===== src/rtl/csr_trap_ctrl_pkg.sv =====
// Shared definitions for the machine-mode trap sequencer: FSM states,
// CSR addresses, mstatus/mie bit positions and the hardwired trap vector.
package csr_trap_ctrl_pkg;

  typedef enum logic [1:0] {
    ST_IDLE = 2'd0,
    ST_TRAP = 2'd1,
    ST_MRET = 2'd2,
    ST_WFI  = 2'd3
  } trap_state_t;

  localparam logic [11:0] CSR_MSTATUS = 12'h300;
  localparam logic [11:0] CSR_MIE     = 12'h304;
  localparam logic [11:0] CSR_MTVEC   = 12'h305;
  localparam logic [11:0] CSR_MEPC    = 12'h341;

  localparam int unsigned MSTATUS_MIE_BIT  = 32'd3;
  localparam int unsigned MSTATUS_MPIE_BIT = 32'd7;
  localparam int unsigned MIE_MEIE_BIT     = 32'd11;

  // Must match the mtvec value hardwired in the CSR file.
  localparam logic [31:0] MTVEC_BASE_DEF = 32'h1000_0000;

endpackage


===== src/rtl/csr_trap_ctrl_sat_counter.sv =====
// Saturating up-counter: increments on inc and sticks at all-ones.
module csr_trap_ctrl_sat_counter #(
  parameter int W = 16
) (
  input  logic         clk,
  input  logic         rst,
  input  logic         inc,
  output logic [W-1:0] count
);

  localparam logic [W-1:0] CNT_MAX = {W{1'b1}};
  localparam logic [W-1:0] CNT_ONE = W'(1'b1);

  // Count register; saturation blocks wrap-around to zero.
  always_ff @(posedge clk or posedge rst) begin
    if (rst) begin
      count <= {W{1'b0}};
    end else if (inc && (count != CNT_MAX)) begin
      count <= count + CNT_ONE;
    end else begin
      count <= count;
    end
  end

endmodule


===== src/rtl/csr_trap_ctrl.sv =====
// Machine-mode trap sequencer: interrupt entry, MRET exit and WFI sleep/wake,
// driving the hardware write path of the CSR file with registered strobes.
module csr_trap_ctrl
  import csr_trap_ctrl_pkg::*;
#(
  parameter int                DATA_W     = 32,
  parameter logic [DATA_W-1:0] MTVEC_BASE = DATA_W'(MTVEC_BASE_DEF),
  parameter int                CNT_W      = 16
) (
  input  logic              clk,
  input  logic              rst,
  input  logic              interrupt,
  input  logic              mstatus_mie,
  input  logic              mstatus_mpie,
  input  logic              mie_meie,
  input  logic [DATA_W-1:0] csr_mepc,
  input  logic [DATA_W-1:0] pc_exe,
  input  logic              exe_valid,
  input  logic              mret_valid,
  input  logic              wfi_valid,
  input  logic              stall,
  output logic              flush,
  output logic              redirect,
  output logic [DATA_W-1:0] redirect_pc,
  output logic              mepc_we,
  output logic [DATA_W-1:0] mepc_wdata,
  output logic              mstatus_trap_we,
  output logic              mstatus_mret_we,
  output logic              wfi_stall,
  output logic [CNT_W-1:0]  irq_taken_cnt
);

  localparam logic [DATA_W-1:0] PC_STEP = DATA_W'(32'd4);

  trap_state_t       state_r;
  trap_state_t       next_state_s;
  logic [DATA_W-1:0] next_latch_s;
  logic              irq_en_s;
  logic              wake_s;
  logic              cnt_inc_s;

  // mpie and the CSR map are owned by the CSR file; kept here only for context.
  logic unused_ctx_s;
  assign unused_ctx_s = ^{mstatus_mpie, CSR_MSTATUS, CSR_MIE, CSR_MTVEC, CSR_MEPC,
                          MSTATUS_MIE_BIT, MSTATUS_MPIE_BIT, MIE_MEIE_BIT};

  assign irq_en_s  = interrupt & mie_meie & mstatus_mie;
  assign wake_s    = interrupt & mie_meie;
  assign cnt_inc_s = (state_r == ST_TRAP) & ~stall;

  // Next-state and mepc-latch selection; IDLE priority is irq > mret > wfi.
  always_comb begin
    next_state_s = state_r;
    next_latch_s = mepc_wdata;
    case (state_r)
      ST_IDLE: begin
        if (stall) begin
          next_state_s = ST_IDLE;
        end else if (irq_en_s && exe_valid) begin
          next_state_s = ST_TRAP;
          next_latch_s = pc_exe;
        end else if (irq_en_s) begin
          // Wait for real code in EXE so mepc never points at a bubble.
          next_state_s = ST_IDLE;
        end else if (mret_valid) begin
          next_state_s = ST_MRET;
        end else if (wfi_valid) begin
          next_state_s = ST_WFI;
          next_latch_s = pc_exe + PC_STEP;
        end else begin
          next_state_s = ST_IDLE;
        end
      end
      ST_TRAP: begin
        if (stall) begin
          next_state_s = ST_TRAP;
        end else begin
          next_state_s = ST_IDLE;
        end
      end
      ST_MRET: begin
        if (stall) begin
          next_state_s = ST_MRET;
        end else begin
          next_state_s = ST_IDLE;
        end
      end
      ST_WFI: begin
        if (wake_s && mstatus_mie) begin
          next_state_s = ST_TRAP;
        end else if (wake_s) begin
          next_state_s = ST_IDLE;
        end else begin
          next_state_s = ST_WFI;
        end
      end
      default: begin
        next_state_s = ST_IDLE;
      end
    endcase
  end

  // State, mepc latch and output registers; outputs mirror the state they enter.
  always_ff @(posedge clk or posedge rst) begin
    if (rst) begin
      state_r         <= ST_IDLE;
      mepc_wdata      <= {DATA_W{1'b0}};
      flush           <= 1'b0;
      redirect        <= 1'b0;
      redirect_pc     <= {DATA_W{1'b0}};
      mepc_we         <= 1'b0;
      mstatus_trap_we <= 1'b0;
      mstatus_mret_we <= 1'b0;
      wfi_stall       <= 1'b0;
    end else begin
      state_r         <= next_state_s;
      mepc_wdata      <= next_latch_s;
      flush           <= (next_state_s == ST_TRAP) || (next_state_s == ST_MRET);
      redirect        <= (next_state_s == ST_TRAP) || (next_state_s == ST_MRET);
      mepc_we         <= (next_state_s == ST_TRAP);
      mstatus_trap_we <= (next_state_s == ST_TRAP);
      mstatus_mret_we <= (next_state_s == ST_MRET);
      wfi_stall       <= (next_state_s == ST_WFI);
      case (next_state_s)
        ST_TRAP: redirect_pc <= MTVEC_BASE;
        ST_MRET: redirect_pc <= csr_mepc;
        default: redirect_pc <= {DATA_W{1'b0}};
      endcase
    end
  end

  csr_trap_ctrl_sat_counter #(
    .W (CNT_W)
  ) u_irq_cnt (
    .clk   (clk),
    .rst   (rst),
    .inc   (cnt_inc_s),
    .count (irq_taken_cnt)
  );

endmodule


===== config.mk =====
export PLATFORM = sky130hd
export DESIGN_NAME = csr_trap_ctrl
export DESIGN_NICKNAME = d
export VERILOG_FILES = /design/src/rtl/csr_trap_ctrl_pkg.sv /design/src/rtl/csr_trap_ctrl_sat_counter.sv /design/src/rtl/csr_trap_ctrl.sv
export SDC_FILE = /design/constraint.sdc
export NUM_CORES = 1
export LEC_CHECK = 0
export CAP_MARGIN = 15
export CORE_ASPECT_RATIO = 0.6
export CORE_MARGIN = 2
export CORE_UTILIZATION = 57
export CTS_CLUSTER_SIZE = 16
export DETAILED_ROUTE_END_ITERATION = 7
export DONT_BUFFER_PORTS = 1
export GPL_ROUTABILITY_DRIVEN = 0
export GPL_TIMING_DRIVEN = 0
export PLACE_DENSITY = 0.72
export SYNTH_ARGS = -nofsm -noshare
export SYNTH_HDL_FRONTEND = slang
export SYNTH_SLANG_ARGS = --single-unit
export TNS_END_PERCENT = 50

===== constraint.sdc =====
create_clock -name clk -period 2.5 [get_ports clk]
set_clock_uncertainty 0.1 [all_clocks]
set_input_delay 0.375 -clock clk [delete_from_list [all_inputs] [get_ports clk]]
set_output_delay 0.375 -clock clk [all_outputs]
set_load 0.02 [all_outputs]

Word-level counts from Yosys, hierarchy flattened
Index checks and enable logic that the tools add are counted.

storage, ports and cells
  bits in registers = 86
  latch bits = 0
  bits in writable memories = 0
  bits in read-only memories = 0
  word-level logic and storage cells = 45
  memories = 0

cells by class
  add/subtract/negate cells = 2
  $mul = 0
  divide/modulo/power cells = 0
  magnitude comparators = 0
  equal/unequal tests = 9
  shifts and indexed selects = 0
  multiplexer cells = 15
  bitwise logic cells = 4
  reduce and logical (&&, ||, !) cells = 7

operators with widths
  kind                                                   count
  two-way mux 32 bit                                     4
  case mux 32 bit (2 select lines)                       1
  adder 32 x 3 -> 32 bit, second input constant          1
  adder 16 x 1 -> 16 bit, second input constant          1
  two-way mux 2 bit                                      8
  inequality test 16 bit, second input constant          1
  equality test 2 bit, second input constant             4
  case mux 2 bit (4 select lines)                        1
  AND reduction 5 bit                                    1
  equality test 2 x 1 -> 1 bit, second input constant    2
  inequality test 2 x 1 -> 1 bit, second input constant  2
  bitwise AND 1 bit                                      3
  logical AND 1 bit                                      3
  logical NOT 2 bit                                      1
  nonzero test 2 bit                                     1
  logical OR 1 bit                                       1
  two-way mux 1 bit                                      1
  NOT 1 bit                                              1

Logic depth before layout (Yosys ltp)
Gate-level depths: netlist of run 1.

  depth after elaboration = 8
  gate-level depth with buffers = 9
  gate-level depth less buffers = 8

Hierarchy
Synthesis of run 1 repeated with hierarchy kept, for this count alone.

unflattened totals
  cells, all modules = 382
  area total of the unflattened synthesis = 4033.9 sq um

modules (own cells, without submodules)
  module                     instances  cells each  area an instance (sq um)
  csr_trap_ctrl              1          311         3228.1
  csr_trap_ctrl_sat_counter  1          71          805.8

Worst setup path before layout of run 1
Ideal clock, no wire load.

  path kind = flip-flop to flip-flop
  start = register state_r[0]
  end = register redirect_pc[0]
  arrival = 1.773 ns
  data required time = 2.281 ns
  path slack = 0.508 ns
  cell stages (with the launch flop) = 9
  buffers on the path = 2
  period minus slack after synthesis = 1.992 ns
  path through = dfrtp_1 -> buf_6 -> or3b_1 -> o22ai_2 -> mux2i_1 -> o21a_1 -> ha_1 -> clkbuf_1 -> and2_1

on the way
  cells in the longest elaborated chain, start to end = 4
  elaborated cells on any way between the ends = 8
  classes of those cells = 5 x eq/ne; 2 x mux; 1 x reduce/logical

ends and longest elaborated chain
  what                                                                        RTL line              text
  start, declared                                                             csr_trap_ctrl.sv:35   trap_state_t state_r;
  start signal, assigned                                                      csr_trap_ctrl.sv:116  state_r <= next_state_s;
  equality test 2 bit (tied with other cells)                                 csr_trap_ctrl.sv:55   case (state_r)
  case mux 2 bit (4 select lines) (*)                                         csr_trap_ctrl.sv:55
  equality test 2 bit / equality test 2 x 1 -> 1 bit (equally long branches)  csr_trap_ctrl.sv:124  case (next_state_s)
  case mux 32 bit (2 select lines) (*)                                        csr_trap_ctrl.sv:124
  end signal, assigned                                                        csr_trap_ctrl.sv:110  redirect_pc <= {DATA_W{1'b0}};
  end signal, assigned                                                        csr_trap_ctrl.sv:126  ST_MRET: redirect_pc <= csr_mepc;
  end signal, assigned                                                        csr_trap_ctrl.sv:127  default: redirect_pc <= {DATA_W{1'b0}};
  end, declared                                                               csr_trap_ctrl.sv:24   output logic [DATA_W-1:0] redirect_pc,

Mark *: on every way between the ends. The rest lies on a longest branch, timed or not.
A chain may end at the register's enable or synchronous reset.

Final worst setup path of run 1
  start = register state_r[0]
  end = register redirect_pc[2]

The elaborated chain is that of the path after synthesis.

==> summary.md, run 1 <==
| Metric | Value |
|---|---|
| Syn Nets | `around 430` |
| Total Neg Setup Slack | `0 ns` |
| Die W | `approximately 110 microns` |
| CTS tree | `done` |
| Die Area | `~7400 sq um` |
| Main combinational cell family by area after synthesis | `simple AND/OR/NAND/NOR gates` |
| Layout Nets | `440` |
| Arr. time, crit path | `2.38 ns` |
| Crit end category | `flip-flop` |
| GRT busiest layer | `met2` |
| GRT met1 Usage | `a little over 30%` |
| Yosys cell types | `38` |
| Ports | `160` |
| Die Height | `around 68 microns` |
| Synth warn | `0` |
| RSZ-0062 raised after global routing | `no` |
| Antenna cells | `0` |
| Worst-Margin Slew | `0.576 ns` |
| Simple-gate share of the synthesized area | `a little over a fifth` |
| Min cycle time layout | `between 2 and 2.5 ns` |
| Switch Pwr | `roughly 1900 uW` |
| Final worst-path setup slack | `between 0.2 and 0.3 ns` |
| Pins Over Slew Limit | `0` |
| 1st-iter DRT viols | `197` |
| DR vias | `2531` |
| Worst skew pair latency | `about 0.35 ns` |
| Switch share | `between 40% and 50%` |
| DRC | `0` |
| Combinational Power Share | `approximately 18%` |
| Drt total wl | `8050 microns` |
| Power per cell area | `between 1000 and 1500 nW/um^2` |
| Post-Synthesis Cells | `around 350` |
| DR WL/cell | `17.8 microns` |
| Met3 GRT Util | `9.85%` |
| Compound-cell area share of the yosys netlist | `under 10%` |
| IO buf count | `0` |
| Final ANT Viol Nets | `0` |
| Leakage power | `about 0.0019 uW` |
| CP Data Required Time | `between 2 and 3 ns` |
| Fraction of synthesized cell area in xor and xnor cells | `between 10 and 15%` |
| Post-DP HPWL | `roughly 6200 microns` |
| Total Power | `4680 uW` |
| DRT Pass-1 Iters | `4` |
| Clock share of power | `22.0%` |
| Antenna violations before repair | `0` |
| Area leader, netlist | `dfrtp_1` |
| Layout cell share with drive strength beyond 1 | `between 10% and 20%` |
| Status | `complete, no violations` |
| WS Path Type | `reg2reg` |
| H-tree depth | `3` |
| Adder-cell share of the synthesized area | `1.63%` |
| Synth top cells by count | `dfrtp_1, nand2_1, and2_1` |
| Internal power | `roughly 2800 uW` |
| First-pass GRT wire length | `~12000 microns` |
| CTS root buffer | `clkbuf_8` |
| Final Instance Area | `between 4000 and 5000 sq um` |
| Grt ovf | `0` |
| Largest net degree at the start of global routing | `34` |
| Final count of negative-setup-slack endpoints | `0` |
| Row cnt | `23` |
| Clock transition at path regs | `approximately 0.08 ns` |
| Hold/Removal Path Class | `in2reg` |
| Synthesized cell area | `3840 sq um` |
| Post-synthesis sequential area ratio | `a little under three fifths` |
| Utilization after layout | `~64%` |
| Asr flop ratio synth | `100%` |
| Core Region | `6590 sq um` |
| Tcrit/Tclk final | `between 80% and 90%` |
| Gr usage total | `around 22%` |
| Max_slew headroom | `about three fifths` |
| Sequential power share | `between 60% and 70%` |
| Layout area overhead | `9.94%` |
| Multiplexer share of the synthesized area | `between 1.5 and 2%` |
| Yosys top cell area share | `between 50% and 60%` |
| DP Area | `around 4000 sq um` |
| Number of synthesized register bits | `86` |
| Vias per inst | `roughly 5.6` |
| Most numerous cell in the Yosys netlist | `dfrtp_1` |
| Maximum resistive drop on vdd | `0.000596 V` |
| Post-Place Worst Slack | `around 0.28 ns` |
| CTS Buf Count | `9` |
| Max Freq | `448 MHz` |
| CTS Sinks | `between 80 and 90` |
| Clock Tree Buf Depth | `2` |
| Syn Area/Cell | `approximately 11 sq um` |
| Initial Util | `between 50% and 60%` |
| GR Util met2 | `roughly 31%` |
| Primary FF master, synth | `dfrtp_1` |
| Vias in the first global route | `~2400` |
| Final hold vios | `0` |
| Post-CTS sizing | `0` |
| Worst Setup Start Kind | `flip-flop` |
| Main area contributors after synthesis | `dfrtp_1, and2_1, xnor2_1, xor2_1, nand2_1` |
| Post-synth EDFFs | `0` |
| Number of max-cap violations | `0` |
| Crit path max fanout | `10` |
-- layout by cell type (no fill, tap or decap), drive strengths merged, types with 3 or more instances in the layout --
cell type  instances
ha                 5
nand4             19
xnor2             22
dfrtp             86
o21ai             30
clkinvlp           3
xor2              22
nor2               7
and4               7
buf               10
and3              11
nor3               4
nand3             12
clkbuf            21
nand2             44
and2              36
mux2               4
inv                5
-- metrics by stage --
step                std cells  hold slack [ns]
detailed placement        436            0.234
global route              453           0.0194
global placement          434            0.409
floorplan                 347            0.409
finish                    453           0.0492
CTS                       453           0.0299
-- logic make-up (layout without fill, tap and decap cells) --
| group | count (synthesis) | in the layout |
|---|---|---|
| adders and majority gates | 5 | 5 |
| AOI/OAI and AO/OA | 39 | 39 |
| buffers and inverters | 23 | 42 |
| and+or+nand+nor | 144 | 144 |
| DFF | 86 | 86 |
| xor gates and xnor gates | 44 | 44 |
| muxes | 6 | 6 |
-- layout make-up --
type                            instances  area (sq um)
Timing Repair Buffer                    3          50.0
Tap cell                               87           109
Multi-Input combinational cell        238          1570
Fill cell                             531          2370
Clock inverter                          4          53.8
Clock buffer                           12           165
Buffer                                 17          97.6
Inverter                                6          26.3
Sequential cell                        86          2150
-- critical path: stages (launching register included) --
cell	delay, ns
dfrtp_1	0.38
buf_6	0.14
or3b_1	0.36
o22ai_2	0.15
mux2i_1	0.12
o21a_1	0.20
ha_1	0.27
clkbuf_1	0.21
and2_1	0.19
-- registers in the layout, indices dropped and copies added, names as in the netlist --
name and flops:
u_irq_cnt.count 16, redirect_pc 32, mstatus_mret_we 1, mepc_wdata 32, wfi_stall 1, redirect 1, state_r 2, mstatus_trap_we 1
-- metal layers --
layer | vias up | wire length [microns]
li1 | 1209 | -
met1 | 1203 | 3620
met2 | 106 | 3470
met3 | 13 | 853
met4 | 0 | 112
met5 | - | 0
-- power by group through the flow --
stage / Sequential [uW] / Combinational [uW] / Clock [uW]
2_1_floorplan: 2720 / 676 / 0
3_3_place_gp: 2820 / 794 / 0
3_5_place_dp: 2840 / 844 / 0
4_1_cts: 2820 / 853 / 1060
5_1_grt: 2870 / 970 / 1130
6_report: 2810 / 840 / 1030
-- worst paths after layout --
kind                           startpoint              end  slack, ns  depth (start not counted)
hold reg to reg            mepc_wdata[10]   mepc_wdata[10]       0.53                          2
max in group asynchronous             rst   mepc_wdata[13]       1.31                          3
setup / recovery               state_r[0]   redirect_pc[2]       0.27                          8
min in group asynchronous             rst  redirect_pc[13]       0.46                          2
setup reg to reg               state_r[0]   redirect_pc[2]       0.27                          8
hold / removal               csr_mepc[22]  redirect_pc[22]       0.05                          1
-- repair_timing --
item                                   4_1_cts  5_1_grt
buffers inserted                             0        0
hold buffers                                 1        0
endpoints found under the hold margin       22        0
Power figures use the tool's default switching activity.
==> run 2, diff against run 1 <==
--- a/config.mk
+++ b/config.mk
@@ -9,6 +9,7 @@
 export CORE_ASPECT_RATIO = 0.6
 export CORE_MARGIN = 2
 export CORE_UTILIZATION = 57
+export CTS_BUF_LIST = sky130_fd_sc_hd__clkbuf_16
 export CTS_CLUSTER_SIZE = 16
 export DETAILED_ROUTE_END_ITERATION = 7
 export DONT_BUFFER_PORTS = 1
==> summary.md, run 2 (synthesized netlist as in run 1, its figures left out) <==
| Metric | Value |
|---|---|
| Final hold vios | `0 (unchanged)` |
| Leakage power | `0.00197 uW (+1.5%)` |
| Vias in the first global route | `2415 (+1.0%)` |
| Met3 GRT Util | `9.56% (-0.29 points)` |
| GRT busiest layer | `met2` |
| Initial Util | `58.3% (unchanged)` |
| Hold/Removal Path Class | `in2reg` |
| Post CTS Setup Buffer Count | `0 (unchanged)` |
| Vias per inst | `5.57 (-0.36%)` |
| Fill cells | `509 (-4.1%)` |
| Clock transition at path regs | `0.06 ns (-0.02 ns)` |
| Reg2reg start | `state_r[0]` |
| Drt total wl | `8010 microns (-0.50%)` |
| Worst hold path startpoint | `csr_mepc[27]` |
| Layout Nets | `440 (unchanged)` |
| CTS tree | `done` |
| Worst r2r dst | `redirect_pc[13]` |
| Total Neg Setup Slack | `0 ns (unchanged)` |
| Post-DP HPWL | `6170 microns (unchanged)` |
| Worst-Margin Slew | `0.571 ns (-0.00441 ns)` |
| DR vias | `2522 (-0.36%)` |
| GRT met1 Usage | `29.9% (-0.70 points)` |
| Layout area overhead | `11.8%` |
| CTS root buffer | `clkbuf_16` |
| Antenna cells | `0 (unchanged)` |
| Power per cell area | `1150 nW/um^2 (+3.7%)` |
| IO buf count | `0 (unchanged)` |
| Min cycle time layout | `2.22 ns (-0.0177 ns)` |
| Number of max-cap violations | `0 (unchanged)` |
| H-tree depth | `3 (unchanged)` |
| Maximum resistive drop on vdd | `0.000702 V (+18%)` |
| Pins Over Slew Limit | `0 (unchanged)` |
| CTS Sinks | `86 (unchanged)` |
| RSZ-0062 raised after global routing | `no` |
| DRC | `0 (unchanged)` |
| CP Data Required Time | `2.61 ns (-0.03 ns)` |
| First-pass GRT wire length | `12100 microns (-0.51%)` |
| Hold worst-path end | `redirect_pc[27]` |
| Worst Setup Start Kind | `flip-flop` |
| Register area | `2150 sq um (unchanged)` |
| 1st-iter DRT viols | `165 (-16%)` |
| Max Freq | `451 MHz (+0.80%)` |
| DR WL/cell | `17.7 microns (-0.50%)` |
| Area of the multi-input gates | `1570 sq um (unchanged)` |
| WS Path Type | `reg2reg` |
| Final count of negative-setup-slack endpoints | `0 (unchanged)` |
| Crit end category | `flip-flop` |
| Die W | `110 microns (unchanged)` |
| Hold depth | `1 (unchanged)` |
| GR Util met2 | `31.4% (+0.15 points)` |
| Post-Place Worst Slack | `0.277 ns (unchanged)` |
| Reg2reg path depth | `8 (unchanged)` |
| Largest net degree at the start of global routing | `34 (unchanged)` |
| Clock Tree Buf Depth | `2 (unchanged)` |
| Post-CTS sizing | `0 (unchanged)` |
| Row cnt | `23 (unchanged)` |
| Max_slew headroom | `61.8% (+0.29 points)` |
| Worst skew pair latency | `0.33 ns (-0.02 ns)` |
| Gr usage total | `22.0% (-0.28 points)` |
| Status | `complete, no violations` |
| Tcrit/Tclk final | `88.6% (-0.71 points)` |
| Final worst-path setup slack | `0.284 ns (+0.0177 ns)` |
| Die Height | `67.6 microns (unchanged)` |
| Most frequent cells in the layout | `dfrtp_1, nand2_1, and2_1` |
| Die Area | `7430 sq um (unchanged)` |
| Final ANT Viol Nets | `0 (unchanged)` |
| Grt ovf | `0 (unchanged)` |
| Arr. time, crit path | `2.33 ns (-0.05 ns)` |
| CTS Buf Count | `9 (unchanged)` |
| Crit path max fanout | `10 (unchanged)` |
| Antenna violations before repair | `0 (unchanged)` |
| Top flop regs | `mepc_wdata (32), redirect_pc (32), u_irq_cnt.count (16)` |
| Layout cell share with drive strength beyond 1 | `10.9% (-0.82 points)` |
| Ports | `160 (unchanged)` |
| Most common cell after layout, fill and taps aside | `dfrtp_1` |
| R2R Setup Slk | `0.28 ns (+0.02 ns)` |
| DRT Pass-1 Iters | `4 (unchanged)` |
| Core Region | `6590 sq um (unchanged)` |
-- run 2: cell count changes in the layout (fill, tap and decap cells not counted) --
cell / previous run / this run
clkbuf_16: 0 / 9
clkbuf_8: 12 / 0
clkinv_1: 0 / 3
-- run 2: critical path: stages, from the launching register on --
cell      delay [ns]
dfrtp_1         0.37
buf_6           0.13
or3b_1          0.36
o22ai_2         0.15
mux2i_1         0.11
o21a_1          0.20
ha_1            0.27
clkbuf_1        0.21
and2_1          0.19
-- run 2: timing repair --
action / CTS / global route
hold buffers: 1 / 0
hold endpoints to repair: 22 / 0
endpoints found under the setup margin: 0 / 0
-- run 2: layout make-up --
| type | instances | area share (%) |
|---|---|---|
| flip-flops and latches | 86 | 50.1 |
| multi-input cells | 238 | 36.5 |
| clock buffers | 9 | 5.25 |
| well taps | 87 | 2.54 |
| plain buffers | 17 | 2.27 |
| clock inverters | 7 | 1.52 |
| repair buffers | 3 | 1.17 |
| inverters | 6 | 0.612 |
-- run 2: worst max-delay path by stage --
stage               slack, ns        from              end
finish                   0.28  state_r[0]  redirect_pc[13]
global route             0.13  state_r[1]  redirect_pc[13]
CTS                      0.26  state_r[0]  redirect_pc[13]
detailed placement       0.28  state_r[0]   redirect_pc[2]
global placement         0.33  state_r[0]  redirect_pc[18]
floorplan                0.51  state_r[0]   redirect_pc[0]
-- run 2: power breakdown --
group / total, uW / internal (uW) / switching (uW)
clock: 1280 / 765 / 517
combinational: 837 / 374 / 463
sequential: 2810 / 1870 / 941
-- run 2: through the flow --
| step | utilization (%) | hold slack, ns | area [sq um] | instances | total power (uW) |
|---|---|---|---|---|---|
| after floorplan | - | 0.409 | 3840 | 347 | 3390 |
| after global placement | 60.0 | 0.409 | 3950 | 434 | 3620 |
| after detailed placement | 60.6 | 0.234 | 3990 | 436 | 3690 |
| after CTS | 65.1 | 0.0631 | 4290 | 453 | 5000 |
| after global routing | 65.1 | 0.0622 | 4290 | 453 | 5230 |
| final | 65.1 | 0.0786 | 4290 | 453 | 4930 |
-- run 2: layer usage --
layer / share of wire (%) / up-vias
li1: - / 1207
met1: 43 / 1189
met2: 44 / 116
met3: 11 / 10
met4: 1.2 / 0
met5: 0 / -
